--- src/rtl/toy_bus_pkg.sv ---
// Shared ToyBus definitions: ack payload, width constants, default target IDs
// and the target decode used by the ack decode node.
package toy_bus_pkg;

  localparam int DATA_W  = 32;
  localparam int ID_W    = 4;
  localparam int OUT_NUM = 4;

  localparam logic [ID_W-1:0] TGT_ID_0_DEF = 4'd0;
  localparam logic [ID_W-1:0] TGT_ID_1_DEF = 4'd1;
  localparam logic [ID_W-1:0] TGT_ID_2_DEF = 4'd2;
  localparam logic [ID_W-1:0] TGT_ID_3_DEF = 4'd3;

  typedef struct packed {
    logic              opcode;
    logic [DATA_W-1:0] data;
    logic [ID_W-1:0]   src_id;
    logic [ID_W-1:0]   tgt_id;
  } ack_t;

  typedef logic [OUT_NUM-1:0] sel_t;

  typedef struct packed {
    sel_t sel;
    ack_t pkt;
  } entry_t;

  // Lowest matching index wins, so the result is always one-hot or zero.
  function automatic sel_t dec_tgt(input logic [ID_W-1:0] tgt,
                                   input logic [ID_W-1:0] id0,
                                   input logic [ID_W-1:0] id1,
                                   input logic [ID_W-1:0] id2,
                                   input logic [ID_W-1:0] id3);
    sel_t sel;
    sel = '0;
    if (tgt == id0)      sel = 4'b0001;
    else if (tgt == id1) sel = 4'b0010;
    else if (tgt == id2) sel = 4'b0100;
    else if (tgt == id3) sel = 4'b1000;
    return sel;
  endfunction

endpackage

--- src/rtl/toy_bus_skid_buf.sv ---
// Generic 2-entry skid buffer: push_rdy comes from registered state only, so no
// combinational path from the consumer's ready back to the producer.
//   state | meaning
//   EMPTY | main and skid empty
//   ONE   | main holds the head entry, skid empty
//   FULL  | main holds the head, skid holds the next entry, push_rdy low
module toy_bus_skid_buf #(
  parameter int W = 8
) (
  input  logic         clk,
  input  logic         rst_n,
  input  logic         push,
  input  logic [W-1:0] push_data,
  output logic         push_rdy,
  input  logic         pop,
  output logic         main_vld,
  output logic [W-1:0] main_data
);

  logic         skid_vld;
  logic [W-1:0] skid_data;

  assign push_rdy = ~skid_vld;

  // pop is only asserted by the owner while main_vld is set.
  always_ff @(posedge clk or negedge rst_n) begin
    if (!rst_n) begin
      main_vld  <= 1'b0;
      skid_vld  <= 1'b0;
      main_data <= '0;
      skid_data <= '0;
    end else begin
      case ({skid_vld, main_vld})
        2'b00: begin
          if (push) begin
            main_vld  <= 1'b1;
            main_data <= push_data;
          end
        end
        2'b01: begin
          if (push && pop) begin
            main_data <= push_data;
          end else if (push) begin
            skid_vld  <= 1'b1;
            skid_data <= push_data;
          end else if (pop) begin
            main_vld <= 1'b0;
          end
        end
        2'b11: begin
          if (pop) begin
            main_data <= skid_data;
            skid_vld  <= 1'b0;
          end
        end
        default: begin
          main_vld <= 1'b0;
          skid_vld <= 1'b0;
        end
      endcase
    end
  end

endmodule

--- src/rtl/toy_bus_dec_node_ack_slice.sv ---
// Registered 1-to-4 decode node for the ToyBusAck channel; unmapped packets are
// dropped and flagged. TOY_BUS_DEC_ERR_CNT_EN adds a saturating drop counter.
module toy_bus_dec_node_ack_slice
  import toy_bus_pkg::*;
#(
  parameter logic [ID_W-1:0] TGT_ID_0 = TGT_ID_0_DEF,
  parameter logic [ID_W-1:0] TGT_ID_1 = TGT_ID_1_DEF,
  parameter logic [ID_W-1:0] TGT_ID_2 = TGT_ID_2_DEF,
  parameter logic [ID_W-1:0] TGT_ID_3 = TGT_ID_3_DEF
) (
  input  logic              clk,
  input  logic              rst_n,
  input  logic              in_vld,
  output logic              in_rdy,
  input  logic              in_opcode,
  input  logic [DATA_W-1:0] in_data,
  input  logic [ID_W-1:0]   in_src_id,
  input  logic [ID_W-1:0]   in_tgt_id,
  output logic              out0_vld,
  input  logic              out0_rdy,
  output logic              out0_opcode,
  output logic [DATA_W-1:0] out0_data,
  output logic [ID_W-1:0]   out0_src_id,
  output logic [ID_W-1:0]   out0_tgt_id,
  output logic              out1_vld,
  input  logic              out1_rdy,
  output logic              out1_opcode,
  output logic [DATA_W-1:0] out1_data,
  output logic [ID_W-1:0]   out1_src_id,
  output logic [ID_W-1:0]   out1_tgt_id,
  output logic              out2_vld,
  input  logic              out2_rdy,
  output logic              out2_opcode,
  output logic [DATA_W-1:0] out2_data,
  output logic [ID_W-1:0]   out2_src_id,
  output logic [ID_W-1:0]   out2_tgt_id,
  output logic              out3_vld,
  input  logic              out3_rdy,
  output logic              out3_opcode,
  output logic [DATA_W-1:0] out3_data,
  output logic [ID_W-1:0]   out3_src_id,
  output logic [ID_W-1:0]   out3_tgt_id,
`ifdef TOY_BUS_DEC_ERR_CNT_EN
  output logic [7:0]        err_cnt,
`endif
  output logic              err_unmapped
);

  ack_t                    in_pkt;
  sel_t                    in_sel;
  entry_t                  push_entry;
  entry_t                  main_entry;
  logic [$bits(entry_t)-1:0] main_bits;
  logic                    main_vld;
  logic                    buf_rdy;
  logic                    in_fire;
  logic                    drop;
  logic                    push;
  logic                    pop;
  sel_t                    out_rdy_v;
  sel_t                    out_vld_v;

  assign in_pkt.opcode = in_opcode;
  assign in_pkt.data   = in_data;
  assign in_pkt.src_id = in_src_id;
  assign in_pkt.tgt_id = in_tgt_id;

  assign in_sel = dec_tgt(in_tgt_id, TGT_ID_0, TGT_ID_1, TGT_ID_2, TGT_ID_3);

  assign push_entry.sel = in_sel;
  assign push_entry.pkt = in_pkt;

  assign in_rdy  = buf_rdy;
  assign in_fire = in_vld & buf_rdy;
  assign push    = in_fire & (|in_sel);
  assign drop    = in_fire & ~(|in_sel);

  assign out_rdy_v = {out3_rdy, out2_rdy, out1_rdy, out0_rdy};
  assign pop       = main_vld & (|(main_entry.sel & out_rdy_v));

  toy_bus_skid_buf #(
    .W($bits(entry_t))
  ) u_skid (
    .clk      (clk),
    .rst_n    (rst_n),
    .push     (push),
    .push_data(push_entry),
    .push_rdy (buf_rdy),
    .pop      (pop),
    .main_vld (main_vld),
    .main_data(main_bits)
  );

  assign main_entry = main_bits;
  assign out_vld_v  = main_vld ? main_entry.sel : '0;

  // Every output carries the head payload; only its vld qualifies it.
  assign out0_vld    = out_vld_v[0];
  assign out0_opcode = main_entry.pkt.opcode;
  assign out0_data   = main_entry.pkt.data;
  assign out0_src_id = main_entry.pkt.src_id;
  assign out0_tgt_id = main_entry.pkt.tgt_id;
  assign out1_vld    = out_vld_v[1];
  assign out1_opcode = main_entry.pkt.opcode;
  assign out1_data   = main_entry.pkt.data;
  assign out1_src_id = main_entry.pkt.src_id;
  assign out1_tgt_id = main_entry.pkt.tgt_id;
  assign out2_vld    = out_vld_v[2];
  assign out2_opcode = main_entry.pkt.opcode;
  assign out2_data   = main_entry.pkt.data;
  assign out2_src_id = main_entry.pkt.src_id;
  assign out2_tgt_id = main_entry.pkt.tgt_id;
  assign out3_vld    = out_vld_v[3];
  assign out3_opcode = main_entry.pkt.opcode;
  assign out3_data   = main_entry.pkt.data;
  assign out3_src_id = main_entry.pkt.src_id;
  assign out3_tgt_id = main_entry.pkt.tgt_id;

  always_ff @(posedge clk or negedge rst_n) begin
    if (!rst_n) err_unmapped <= 1'b0;
    else        err_unmapped <= drop;
  end

`ifdef TOY_BUS_DEC_ERR_CNT_EN
  always_ff @(posedge clk or negedge rst_n) begin
    if (!rst_n)                      err_cnt <= 8'd0;
    else if (drop && err_cnt != 8'hFF) err_cnt <= err_cnt + 8'd1;
  end
`endif

endmodule

--- config.mk ---
export PLATFORM = sky130hd
export DESIGN_NAME = toy_bus_dec_node_ack_slice
export DESIGN_NICKNAME = d
export VERILOG_FILES = /design/src/rtl/toy_bus_pkg.sv /design/src/rtl/toy_bus_skid_buf.sv /design/src/rtl/toy_bus_dec_node_ack_slice.sv
export SDC_FILE = /design/constraint.sdc
export NUM_CORES = 1
export LEC_CHECK = 0
export BUFFER_PORTS_ARGS = -buffer_cell sky130_fd_sc_hd__buf_2
export CAP_MARGIN = 20
export CORE_MARGIN = 2
export CORE_UTILIZATION = 44
export CTS_CLUSTER_DIAMETER = 60
export DETAILED_ROUTE_END_ITERATION = 10
export MAX_ROUTING_LAYER = met4
export PLACE_DENSITY = 0.77
export RECOVER_POWER = 50
export SYNTH_ARGS = -nofsm -noshare
export SYNTH_HDL_FRONTEND = slang
export SYNTH_HIERARCHICAL = 1
export SYNTH_SLANG_ARGS = --single-unit
export TNS_END_PERCENT = 30
--- constraint.sdc ---
create_clock -name clk -period 1.7 [get_ports clk]
set_input_delay 0.17 -clock clk [delete_from_list [all_inputs] [get_ports clk]]
set_output_delay 0.17 -clock clk [all_outputs]
set_load 0.05 [all_outputs]
; After elaboration in Yosys (flattened, before gate mapping)
; Index checks and enable logic that the tools add are counted.
[classes]
n_eq_ne = 12
mux = 16
bitwise = 10
n_reduce_logical = 10
[ops]
columns = cell, n
row1 = 45-bit 2-to-1 mux, 3
row2 = 45-bit case mux with 3 select lines, 1
row3 = 4-bit 2-to-1 mux, 5
row4 = "2-bit by 1-bit inequality test with 1-bit output, second input constant", 5
row5 = "4-bit by 2-bit == test with 1-bit output, second input constant", 2
row6 = 4-bit AND reduction, 2
row7 = 4-bit OR reduction, 2
row8 = 1-bit case mux with 3 select lines, 2
row9 = 1-bit 2-to-1 mux, 5
row10 = 1-bit NOT, 5
row11 = 5-bit AND reduction, 1
row12 = 1-bit bitwise AND, 4
row13 = 4-bit bitwise AND, 1
row14 = "4-bit by 1-bit == test with 1-bit output, second input constant", 1
row15 = 4-bit zero test, 1
row16 = "2-bit inequality test, second input constant", 2
row17 = 3-bit AND reduction, 1
row18 = 3-bit nonzero test, 1
row19 = "2-bit by 1-bit == test with 1-bit output, second input constant", 1
row20 = "2-bit == test, second input constant", 1
row21 = 2-bit zero test, 1
row22 = 1-bit logical AND, 1
[word_totals]
register_bits = 93
word_cells = 53
inputBits = 48

; Logic depth before layout (Yosys ltp)
; Gate-level depths: netlist of the first run.
[logic_depth]
depth_word = 10
mapped_depth = 8
mapped_depth_nobuf = 6

; Cells and area by module
; Netlist of the first run, hierarchy kept.
[by_module_without_submodules]
columns = module, area_per_inst_um2, cells_each, n_inst, seq_area_each_um2
row1 = toy_bus_skid_buf, 4184.0, 252, 1, 2302.2
row2 = toy_bus_dec_node_ack_slice, 1042.2, 139, 1, 25.0

; Least setup slack after synthesis of the first run
; Ideal clock, no wire load.
[synth_path]
kind = register to register
from = register u_skid.skid_vld
to = register u_skid.main_data[0]
stages_incl_launch_ff = 9
synth_period_minus_slack_ps = 2076
arrival_time_ps = 1951
path_slack_ps = -376
required_time_ps = 1575
n_path_buf = 2
cell_sequence = dfrtp_1 -> inv_1 -> nand2_1 -> nor3_1 -> nor2_1 -> nor3b_2 -> buf_6 -> buf_6 -> mux2_4
[synth_between]
elab_chain_cells = 6
elab_cells_between_ends = 13
cone_classes = 5 x eq/ne / 1 x mux / 3 x bitwise / 4 x reduce/logical
[synth_lines]
columns = item, line
row1 = "start, declared", toy_bus_skid_buf.sv:20  ; logic skid_vld;
row2 = "start signal, assigned", toy_bus_skid_buf.sv:29  ; skid_vld <= 1'b0;
row3 = "start signal, assigned", toy_bus_skid_buf.sv:44  ; skid_vld <= 1'b1;
row4 = "start signal, assigned", toy_bus_skid_buf.sv:53  ; skid_vld <= 1'b0;
row5 = 1-bit NOT (*), toy_bus_skid_buf.sv:23  ; assign push_rdy = ~skid_vld;
row6 = named net in_rdy, toy_bus_dec_node_ack_slice.sv:14  ; output logic in_rdy,
row7 = 1-bit bitwise AND (*), toy_bus_dec_node_ack_slice.sv:74  ; assign in_fire = in_vld & buf_rdy;
row8 = 1-bit bitwise AND (*), toy_bus_dec_node_ack_slice.sv:75  ; assign push = in_fire & (|in_sel);
row9 = named net push, toy_bus_dec_node_ack_slice.sv:58  ; logic push;
row10 = 1-bit logical AND, toy_bus_skid_buf.sv:41  ; if (push && pop) begin
row11 = 2-bit by 1-bit inequality test with 1-bit output (no line), --
row12 = 4-bit AND reduction (no line) (*), --
row13 = "end signal, assigned", toy_bus_skid_buf.sv:37  ; main_data <= push_data;
row14 = "end signal, assigned", toy_bus_skid_buf.sv:42  ; main_data <= push_data;
row15 = "end signal, assigned", toy_bus_skid_buf.sv:52  ; main_data <= skid_data;
row16 = "end, declared", toy_bus_skid_buf.sv:17  ; output logic [W-1:0] main_data
; Mark *: on every way through the listed nets, which the timed path passes. The rest lies on a longest branch.
; A chain may end at the register's enable or synchronous reset.

; Worst setup path after layout of the first run
[layout_path]
from = register u_skid.skid_vld
to = register u_skid.main_data[31]
[layout_between]
elab_chain_cells = 6
elab_cells_between_ends = 13
cone_classes = 5 x eq/ne / 1 x mux / 3 x bitwise / 4 x reduce/logical
[layout_lines]
columns = item, line
row1 = 1-bit NOT (*), toy_bus_skid_buf.sv:23
row2 = 1-bit bitwise AND (*), toy_bus_dec_node_ack_slice.sv:74
row3 = 1-bit bitwise AND (*), toy_bus_dec_node_ack_slice.sv:75
row4 = named net push, toy_bus_dec_node_ack_slice.sv:58
row5 = 1-bit logical AND, toy_bus_skid_buf.sv:41
row6 = 2-bit by 1-bit inequality test with 1-bit output (no line), --
row7 = 4-bit AND reduction (no line) (*), --
; Marked as above.

==> reports/qor.yml, run 1 <==
stdcell_count: 662
layout_setup_ws_ns: -0.176
fill_cells: 963
worst_path_max_delay_cell: "dfrtp_2"
period_minus_slack_ns: 1.88
hold_viol_final: 0
dp_slack_ns: -0.222
yosys-top-cells-area: "dfrtp_1 45%, mux2_2 20%, buf_4 18%"
yosysWarnings: 6
gp_congestion: 0.780
yosys_most_used_dff: "dfrtp_1"
yosysMostFrequentCell: "buf_4"
worst_pin_slew_ns: 1.23
placed_cell_area_um2: 5700
grt-ovfl-total: 0
fmax_mhz: 533
hpwl_um: 7150
outcome: "finished with violations"
worstPathRequired_ns: 1.93
worst_clock_skew_ns: 0.00696
vias_per_cell: 4.74
synth_top_area_cell: "dfrtp_1"
nets: 562
synth_common_cells: "127 x buf_4, 93 x dfrtp_1, 92 x mux2_2"
synth_area_um2: 5230
max_cap_violations: 0
vias: 3135
die_area_um2: 12800
cts_tree: "done"
arrival_ns: 2.10
drive_gt1_share_pct: 77.8
cpPeakStageDelay_ns: 0.44
placed_cells: 637
fin_crit_sh_pct: 110
diodes: 0
finalSetupViolCount: 90
grt_pass1_wl_um: 15500
synth_edf_count: 0
num_rows: 39
grt_usage_pct: 16.1
cp_max_fo: 6
crit_family: "buffers and inverters"
violations: "DRC, setup timing"
worst_hold_slack_ns: 0.0694
ios: 218
synth-async-reset-ratio_pct: 100
fp.dieW_um: 113
die_h_um: 113
cp-end-kind: "register"
grt_max_degree: 51
crit_chain: "clkinvlp_4 > nand2_4 > nor3_4 > nor2_2 > nor3b_4 > buf_6 > bufbuf_16 > mux2_4"
cts_buffer_depth: 2
grt_pass1_vias: 3062
clk_pin_slew_ns: 0.07
hold_class: "input pin to register"
ant_nets: 0
synth_cell_types: 23
drt-initial-drc-count: 102
cts-htree-levels: 3
relSlewSlack_pct: 17.9
antenna_found_initial: 0
root_buffer: "clkbuf_16"
synthCells: 391
drv_slew: 0
dr.pass1.iters: 7
fp.coreArea_um2: 11500
syn_nets: 439
io_buffer_count: 217
yosys_register_bits: 93
syn2layout_area_growth_pct: 18.2
start_util_pct: 45.4
ys_seq_area_share_pct: 44.5
rsz0062_at_grt: "yes"
synth.avg_cell_area_um2: 13.4
worstSetupPathType: "register to register"
post_drt_wl_per_cell_um: 15.3
worstSetupStartpointType: "register"
drc: 17
crit_buf_inv: 3
yosys.area.top_type_share_pct: 44.5
cts_buffers: 9
wl_um: 10200
cts_sinks: 93
clk_latency_ns: 0.34
fin_area_um2: 6180
area by class of cell:
cell class / count / area (µm²) / area share, %
repair buffers: 248 / 1450 / 23.5
inverters: 2 / 11.3 / 0.182
well taps: 143 / 179 / 2.90
clock inverters: 5 / 25.0 / 0.405
clock buffers: 11 / 253 / 4.09
multi-input cells: 160 / 1930 / 31.2
flip-flops and latches: 93 / 2330 / 37.7
cells in the final DEF (no fill, tap or decap):
cell type | Yosys | final
nor3b_4 | 0 | 1
nor3_4 | 0 | 1
buf_2 | 0 | 215
buf_8 | 0 | 3
clkbuf_8 | 0 | 2
nor4b_1 | 2 | 2
nor2_2 | 0 | 1
nand2_4 | 1 | 2
o21ai_0 | 1 | 1
nor4_1 | 1 | 1
a22oi_1 | 2 | 1
and2_1 | 4 | 4
a22oi_2 | 0 | 1
and3_1 | 1 | 1
clkinv_2 | 0 | 5
nand2b_4 | 0 | 2
dlygate4sd3_1 | 0 | 1
clkbuf_1 | 0 | 2
mux2_1 | 3 | 3
mux2_4 | 40 | 52
dfrtp_1 | 93 | 92
a21boi_1 | 0 | 1
inv_1 | 2 | 1
bufbuf_16 | 0 | 1
nand2_1 | 2 | 1
nor2_4 | 1 | 1
nor2b_1 | 1 | 1
clkbuf_16 | 0 | 9
nor2_1 | 4 | 3
clkinvlp_4 | 0 | 1
mux2_2 | 92 | 80
buf_12 | 0 | 6
buf_6 | 9 | 3
buf_4 | 127 | 17
dfrtp_2 | 0 | 1
path summary, 6_finish.rpt:
kind | from | endpoint | slack (ns) | cells past startpoint
max | u_skid/skid_vld$_DFFE_PN0P_ | u_skid/main_data[31]$_DFFE_PN0P_ | -0.18 | 8
min | in_data[3] | u_skid/skid_data[11]$_DFFE_PN0P_ | 0.07 | 2
max reg2reg | u_skid/skid_vld$_DFFE_PN0P_ | u_skid/main_data[31]$_DFFE_PN0P_ | -0.18 | 8
min reg2reg | u_skid/skid_data[9]$_DFFE_PN0P_ | u_skid/skid_data[9]$_DFFE_PN0P_ | 0.49 | 1
max in group asynchronous | rst_n | u_skid/main_data[36]$_DFFE_PN0P_ | 0.11 | 3
min in group asynchronous | rst_n | u_skid/skid_data[18]$_DFFE_PN0P_ | 0.61 | 2
registers in the layout, summed over array words and instances (netlist names):
signal,count
u_skid/skid_vld,1
u_skid/skid_data,45
u_skid/main_data,45
u_skid/main_vld,1
err_unmapped,1
cell families (layout without fill, tap and decap cells):
kind of cell	Yosys count	count (layout)	share of synthesized area, %
mux	135	135	32.0
compound gates	4	4	0.527
simple gates	21	21	2.66
buf+inv	138	266	20.3
flops	93	93	44.5
metal layers:
layer / global-route usage (%) / up-vias / share of wire (%)
met5: - / - / 0
met4: 6.42 / 0 / 1.3
met3: 3.80 / 10 / 6.6
met2: 28.6 / 129 / 53
met1: 17.4 / 1542 / 39
li1: - / 1454 / -
metrics by stage:
step	TNS, ns	utilization, %
3_3_place_gp	-7.41	49.5
3_5_place_dp	-10.47	49.5
5_1_grt	-19.33	53.6
2_1_floorplan	-10.89	-
6_report	-10.42	53.6
4_1_cts	-6.94	53.0
repair_timing:
action / CTS / global route
hold endpoints to repair: 18 / 0
buffers inserted: 4 / 3
pin swaps: 1 / 2
gates resized for setup: 15 / 13
hold buffers: 1 / 0
setup endpoints to repair: 90 / 90
cloned: 1 / 0
Power of run 1 is left out: the tool's default activity adds up to more than one toggle a clock period on the data nets, which glitch-free logic cannot reach.
==> run 2: changes to the inputs <==
SETUP_SLACK_MARGIN = 0.02   (was unset)
==> reports/qor.yml, run 2 (synthesis gave the netlist of run 1 again) <==
vias: 3123  # was 3135
num_rows: 39  # unchanged
cp-endpoint: "u_skid/main_data[31]$_DFFE_PN0P_"  # unchanged
layout_setup_ws_ns: -0.175  # was -0.176 ns
root_buffer: "clkbuf_16"  # unchanged
fmax_mhz: 533  # about the same
placed_cell_area_um2: 5700  # unchanged
grt-ovfl-total: 0  # unchanged
die_area_um2: 12800  # unchanged
fp.dieW_um: 113  # unchanged
nets: 562  # unchanged
worst_clock_skew_ns: 0.00542  # was 0.00696 ns
crit_buf_inv: 3  # unchanged
reg_top3: "u_skid/main_data x45, u_skid/skid_data x45"  # unchanged
cts_tree: "done"  # unchanged
fin_area_um2: 6200  # was 6180 µm²
cts-htree-levels: 3  # unchanged
ios: 218  # unchanged
dp_slack_ns: -0.222  # unchanged
worstSetupStartpointType: "register"  # unchanged
final_common_cell: "buf_2"  # unchanged
start_util_pct: 45.4  # unchanged
hpwl_um: 7150  # unchanged
reg2reg_depth: 8  # unchanged
fin_crit_sh_pct: 110  # about the same
gp_congestion: 0.780  # unchanged
grt_pass1_wl_um: 15700  # was 15500 µm
rrSetupSlack_ns: -0.18  # about the same
cpPeakStageDelay_ns: 0.43  # was 0.44 ns
crit_chain: "clkinvlp_4 > nand2_4 > nor3_4 > nor2_2 > nor3b_4 > buf_6 > bufbuf_16 > mux2_4"  # unchanged
grt_pass1_vias: 3048  # was 3062
cts_sinks: 93  # unchanged
worstSetupPathType: "register to register"  # unchanged
ant_nets: 0  # unchanged
grt_usage_pct: 16.2  # was 16.1%
violations: "DRC, setup timing"  # unchanged
arrival_ns: 2.10  # about the same
hold_viol_final: 0  # unchanged
drive_gt1_share_pct: 78.0  # was 77.8%
period_minus_slack_ns: 1.88  # about the same
grt_max_degree: 51  # unchanged
hold_class: "input pin to register"  # unchanged
drc: 17  # unchanged
cts_buffer_depth: 2  # unchanged
layout_common_cells: "215 x buf_2, 92 x dfrtp_1, 75 x mux2_2, 58 x mux2_4, 17 x buf_4"  # was 215 x buf_2, 92 x dfrtp_1, 80 x mux2_2, 52 x mux2_4, 17 x buf_4
crit_start: "u_skid/skid_vld$_DFFE_PN0P_"  # unchanged
crit_family: "buffers and inverters"  # unchanged
reg2reg_to: "u_skid/main_data[31]$_DFFE_PN0P_"  # unchanged
vias_per_cell: 4.72  # was 4.74
outcome: "finished with violations"  # unchanged
cp_max_fo: 6  # unchanged
post_drt_wl_per_cell_um: 15.5  # was 15.3 µm
io_buffer_count: 217  # unchanged
rsz0062_at_grt: "yes"  # unchanged
worstPathRequired_ns: 1.93  # about the same
drt-initial-drc-count: 121  # was 102
wl_um: 10300  # was 10200 µm
syn2layout_area_growth_pct: 18.6  # was 18.2%
reg2reg_from: "u_skid/skid_vld$_DFFE_PN0P_"  # unchanged
worst_pin_slew_ns: 1.23  # about the same
antenna_found_initial: 0  # unchanged
relSlewSlack_pct: 17.9  # about the same
clk_pin_slew_ns: 0.06  # was 0.07 ns
crit_cells: 8  # unchanged
max_cap_violations: 0  # unchanged
dr.pass1.iters: 8  # was 7
diodes: 0  # unchanged
cts_buffers: 9  # unchanged
finalSetupViolCount: 90  # unchanged
clk_latency_ns: 0.34  # about the same
worst_path_max_delay_cell: "dfrtp_2"  # unchanged
drv_slew: 0  # unchanged
fp.coreArea_um2: 11500  # unchanged
die_h_um: 113  # unchanged
cp-end-kind: "register"  # unchanged
-- run 2: changes by cell type in the layout (fill, tap and decap cells not counted) --
cell	before	now
mux2_1	3	2
mux2_4	52	58
mux2_2	80	75
-- run 2: worst min-delay path by stage --
stage / startpoint / endpoint / slack (ns) / cells past startpoint
2_1_floorplan: rst_n / err_unmapped$_DFF_PN0_ / -0.13 / 0
3_3_place_gp: rst_n / u_skid/skid_data[15]$_DFFE_PN0P_ / 0.07 / 1
3_5_place_dp: rst_n / u_skid/skid_data[18]$_DFFE_PN0P_ / 0.07 / 1
4_1_cts: in_data[3] / u_skid/skid_data[11]$_DFFE_PN0P_ / 0.05 / 2
5_1_grt: in_data[23] / u_skid/skid_data[31]$_DFFE_PN0P_ / 0.06 / 2
6_report: in_data[3] / u_skid/skid_data[11]$_DFFE_PN0P_ / 0.07 / 2
-- run 2: per-layer routing --
| metal | global-route usage, % | up-vias | wire length, µm |
|---|---|---|---|
| met5 | - | - | 0 |
| met4 | 6.34 | 0 | 80 |
| met3 | 3.75 | 6 | 611 |
| met2 | 28.3 | 125 | 5450 |
| met1 | 18.1 | 1539 | 4120 |
| li1 | - | 1453 | - |
-- run 2: cell type report --
| class | instances | area [µm²] |
|---|---|---|
| timing repair buffer | 248 | 1450 |
| inverter | 2 | 11.3 |
| sequential | 93 | 2330 |
| fill | 960 | 5320 |
| clock buffer | 11 | 253 |
| multi-input combinational | 160 | 1950 |
| tap | 143 | 179 |
| clock inverter | 5 | 25.0 |
-- run 2: stage by stage --
step / TNS (ns) / hold WS [ns] / utilization [%] / std cells
finish: -10.23 / 0.0708 / 53.8 / 662
CTS: -6.94 / 0.0549 / 53.1 / 659
floorplan: -10.89 / -0.126 / - / 391
detailed placement: -10.47 / 0.0741 / 49.5 / 637
global route: -19.28 / 0.0635 / 53.8 / 662
global placement: -7.41 / 0.0741 / 49.5 / 637
-- run 2: repair_timing --
action / in CTS / in global routing
pin swaps: 1 / 2
hold buffers: 1 / 0
gates cloned: 1 / 0
resized for setup: 19 / 15
setup endpoints to repair: 90 / 90
hold endpoints to repair: 18 / 0
setup buffers: 4 / 3
Power of run 2 is left out for the same reason.
==> run 3: changes to the inputs <==
PLACE_DENSITY = unset   (was 0.77)
PLACE_DENSITY_LB_ADDON = 0.15   (was unset)
==> reports/qor.yml, run 3 (synthesis gave the netlist of run 1 again) <==
drive_gt1_share_pct: 77.6  # was 78.0%
antenna_found_initial: 0  # unchanged
worstSetupStartpointType: "register"  # unchanged
final_common_cell: "buf_2"  # unchanged
drv_slew: 0  # unchanged
placed_cells: 639  # was 637
grt_pass1_vias: 2936  # was 3048
max_cap_violations: 0  # unchanged
cts_tree: "done"  # unchanged
outcome: "finished with violations"  # unchanged
worst_pin_slew_ns: 0.850  # was 1.23 ns
rrSetupSlack_ns: -0.13  # was -0.18 ns
cts_buffer_depth: 2  # unchanged
reg_top3: "u_skid/main_data x45, u_skid/skid_data x45"  # unchanged
cts-htree-levels: 3  # unchanged
grt_usage_pct: 16.1  # was 16.2%
syn2layout_area_growth_pct: 19.8  # was 18.6%
fp.coreArea_um2: 11500  # unchanged
drt-initial-drc-count: 121  # unchanged
worstSetupPathType: "register to register"  # unchanged
worst_clock_skew_ns: 0.00390  # was 0.00542 ns
layout_common_cells: "215 x buf_2, 92 x dfrtp_1, 69 x mux2_2, 64 x mux2_4, 15 x buf_4"  # was 215 x buf_2, 92 x dfrtp_1, 75 x mux2_2, 58 x mux2_4, 17 x buf_4
gp_congestion: 0.702  # was 0.780
root_buffer: "clkbuf_16"  # unchanged
cp_max_fo: 7  # was 6
fp.dieW_um: 113  # unchanged
reg2reg_depth: 8  # unchanged
grt_max_degree: 39  # was 51
ant_nets: 0  # unchanged
cp-endpoint: "u_skid/main_data[25]$_DFFE_PN0P_"  # was u_skid/main_data[31]$_DFFE_PN0P_
vias_per_cell: 4.74  # was 4.72
die_h_um: 113  # unchanged
layout_setup_ws_ns: -0.135  # was -0.175 ns
stdcell_count: 665  # was 662
io_buffer_count: 217  # unchanged
fill_cells: 1023  # was 960
cts_buffers: 9  # unchanged
fin_crit_sh_pct: 108  # was 110%
reg2reg_to: "u_skid/main_data[25]$_DFFE_PN0P_"  # was u_skid/main_data[31]$_DFFE_PN0P_
wl_um: 10300  # unchanged
finalSetupViolCount: 90  # unchanged
worst_hold_slack_ns: 0.0639  # was 0.0708 ns
clk_pin_slew_ns: 0.06  # about the same
hp-start: "in_data[3]"  # unchanged
cp-end-kind: "register"  # unchanged
start_util_pct: 45.4  # unchanged
relSlewSlack_pct: 43.3  # was 17.9%
crit_start: "u_skid/skid_vld$_DFFE_PN0P_"  # unchanged
multi_input_area_um2: 1970  # was 1950 µm²
rsz0062_at_grt: "yes"  # unchanged
hpwl_um: 7020  # was 7150 µm
violations: "DRC, setup timing"  # unchanged
grt_pass1_wl_um: 15600  # was 15700 µm
ios: 218  # unchanged
grt-ovfl-total: 0  # unchanged
nets: 565  # was 562
reg2reg_from: "u_skid/skid_vld$_DFFE_PN0P_"  # unchanged
vias: 3155  # was 3123
hold_viol_final: 0  # unchanged
dr.pass1.iters: 7  # was 8
fin_util_pct: 54.3  # was 53.8%
fmax_mhz: 545  # was 533 MHz
cts_sinks: 93  # unchanged
regArea_um2: 2330  # unchanged
die_area_um2: 12800  # unchanged
worstPathRequired_ns: 1.92  # was 1.93 ns
arrival_ns: 2.06  # was 2.10 ns
period_minus_slack_ns: 1.83  # was 1.88 ns
post_drt_wl_per_cell_um: 15.4  # was 15.5 µm
hold_class: "input pin to register"  # unchanged
clk_latency_ns: 0.33  # was 0.34 ns
diodes: 0  # unchanged
drc: 17  # unchanged
num_rows: 39  # unchanged
## run 3: changes by cell type in the layout (fill, tap and decap cells not counted), sizes merged
| cell | change |
|---|---|
| bufbuf | -1 |
| clkbuf | +9 |
| clkinv | -4 |
| buf | -1 |
## run 3: area by class of cell
type / instances / area share (%)
sequential: 93 / 37.2
multi-input combinational: 160 / 31.4
timing repair buffer: 251 / 24.0
clock buffer: 15 / 4.28
tap: 143 / 2.86
inverter: 2 / 0.180
clock inverter: 1 / 0.0800
## run 3: critical path: stages (launching register included)
cell and delay (ns):
dfrtp_2 0.42, clkinvlp_4 0.07, nand2_2 0.06, nor3_4 0.15, nor2_2 0.08, nor3b_4 0.26, buf_6 0.21, clkbuf_16 0.17
mux2_4 0.29
## run 3: through the flow
stage / TNS (ns) / instance area, µm² / setup slack, ns
after floorplan: -10.89 / 5250 / -0.152
after global placement: -5.68 / 5740 / -0.124
after detailed placement: -9.01 / 5740 / -0.189
after CTS: -3.78 / 6110 / -0.124
after global routing: -13.21 / 6260 / -0.215
final: -6.74 / 6260 / -0.135
## run 3: worst min path at each step
stage	end	slack (ns)	cells after the start
floorplan	err_unmapped$_DFF_PN0_	-0.13	0
global placement	u_skid/main_data[15]$_DFFE_PN0P_	0.15	1
detailed placement	u_skid/main_data[15]$_DFFE_PN0P_	0.15	1
CTS	u_skid/skid_data[9]$_DFFE_PN0P_	0.05	2
global route	u_skid/skid_data[11]$_DFFE_PN0P_	0.06	2
finish	u_skid/skid_data[11]$_DFFE_PN0P_	0.06	2
## run 3: routing by layer
metal,up-vias,global-route usage [%],share of wire [%]
met5,-,-,0
met4,0,6.34,1.4
met3,10,3.11,6.1
met2,117,25.0,48
met1,1568,20.9,45
li1,1460,-,-
## run 3: repair_timing
action                                  CTS  global route
pin swaps                                 0             4
buffers inserted                          3             3
endpoints found under the setup margin   90            90
gates resized for setup                  18            18
hold endpoints to repair                 30             0
cloned                                    0             3
hold buffers                              1             0
Power of run 3 is left out for the same reason.
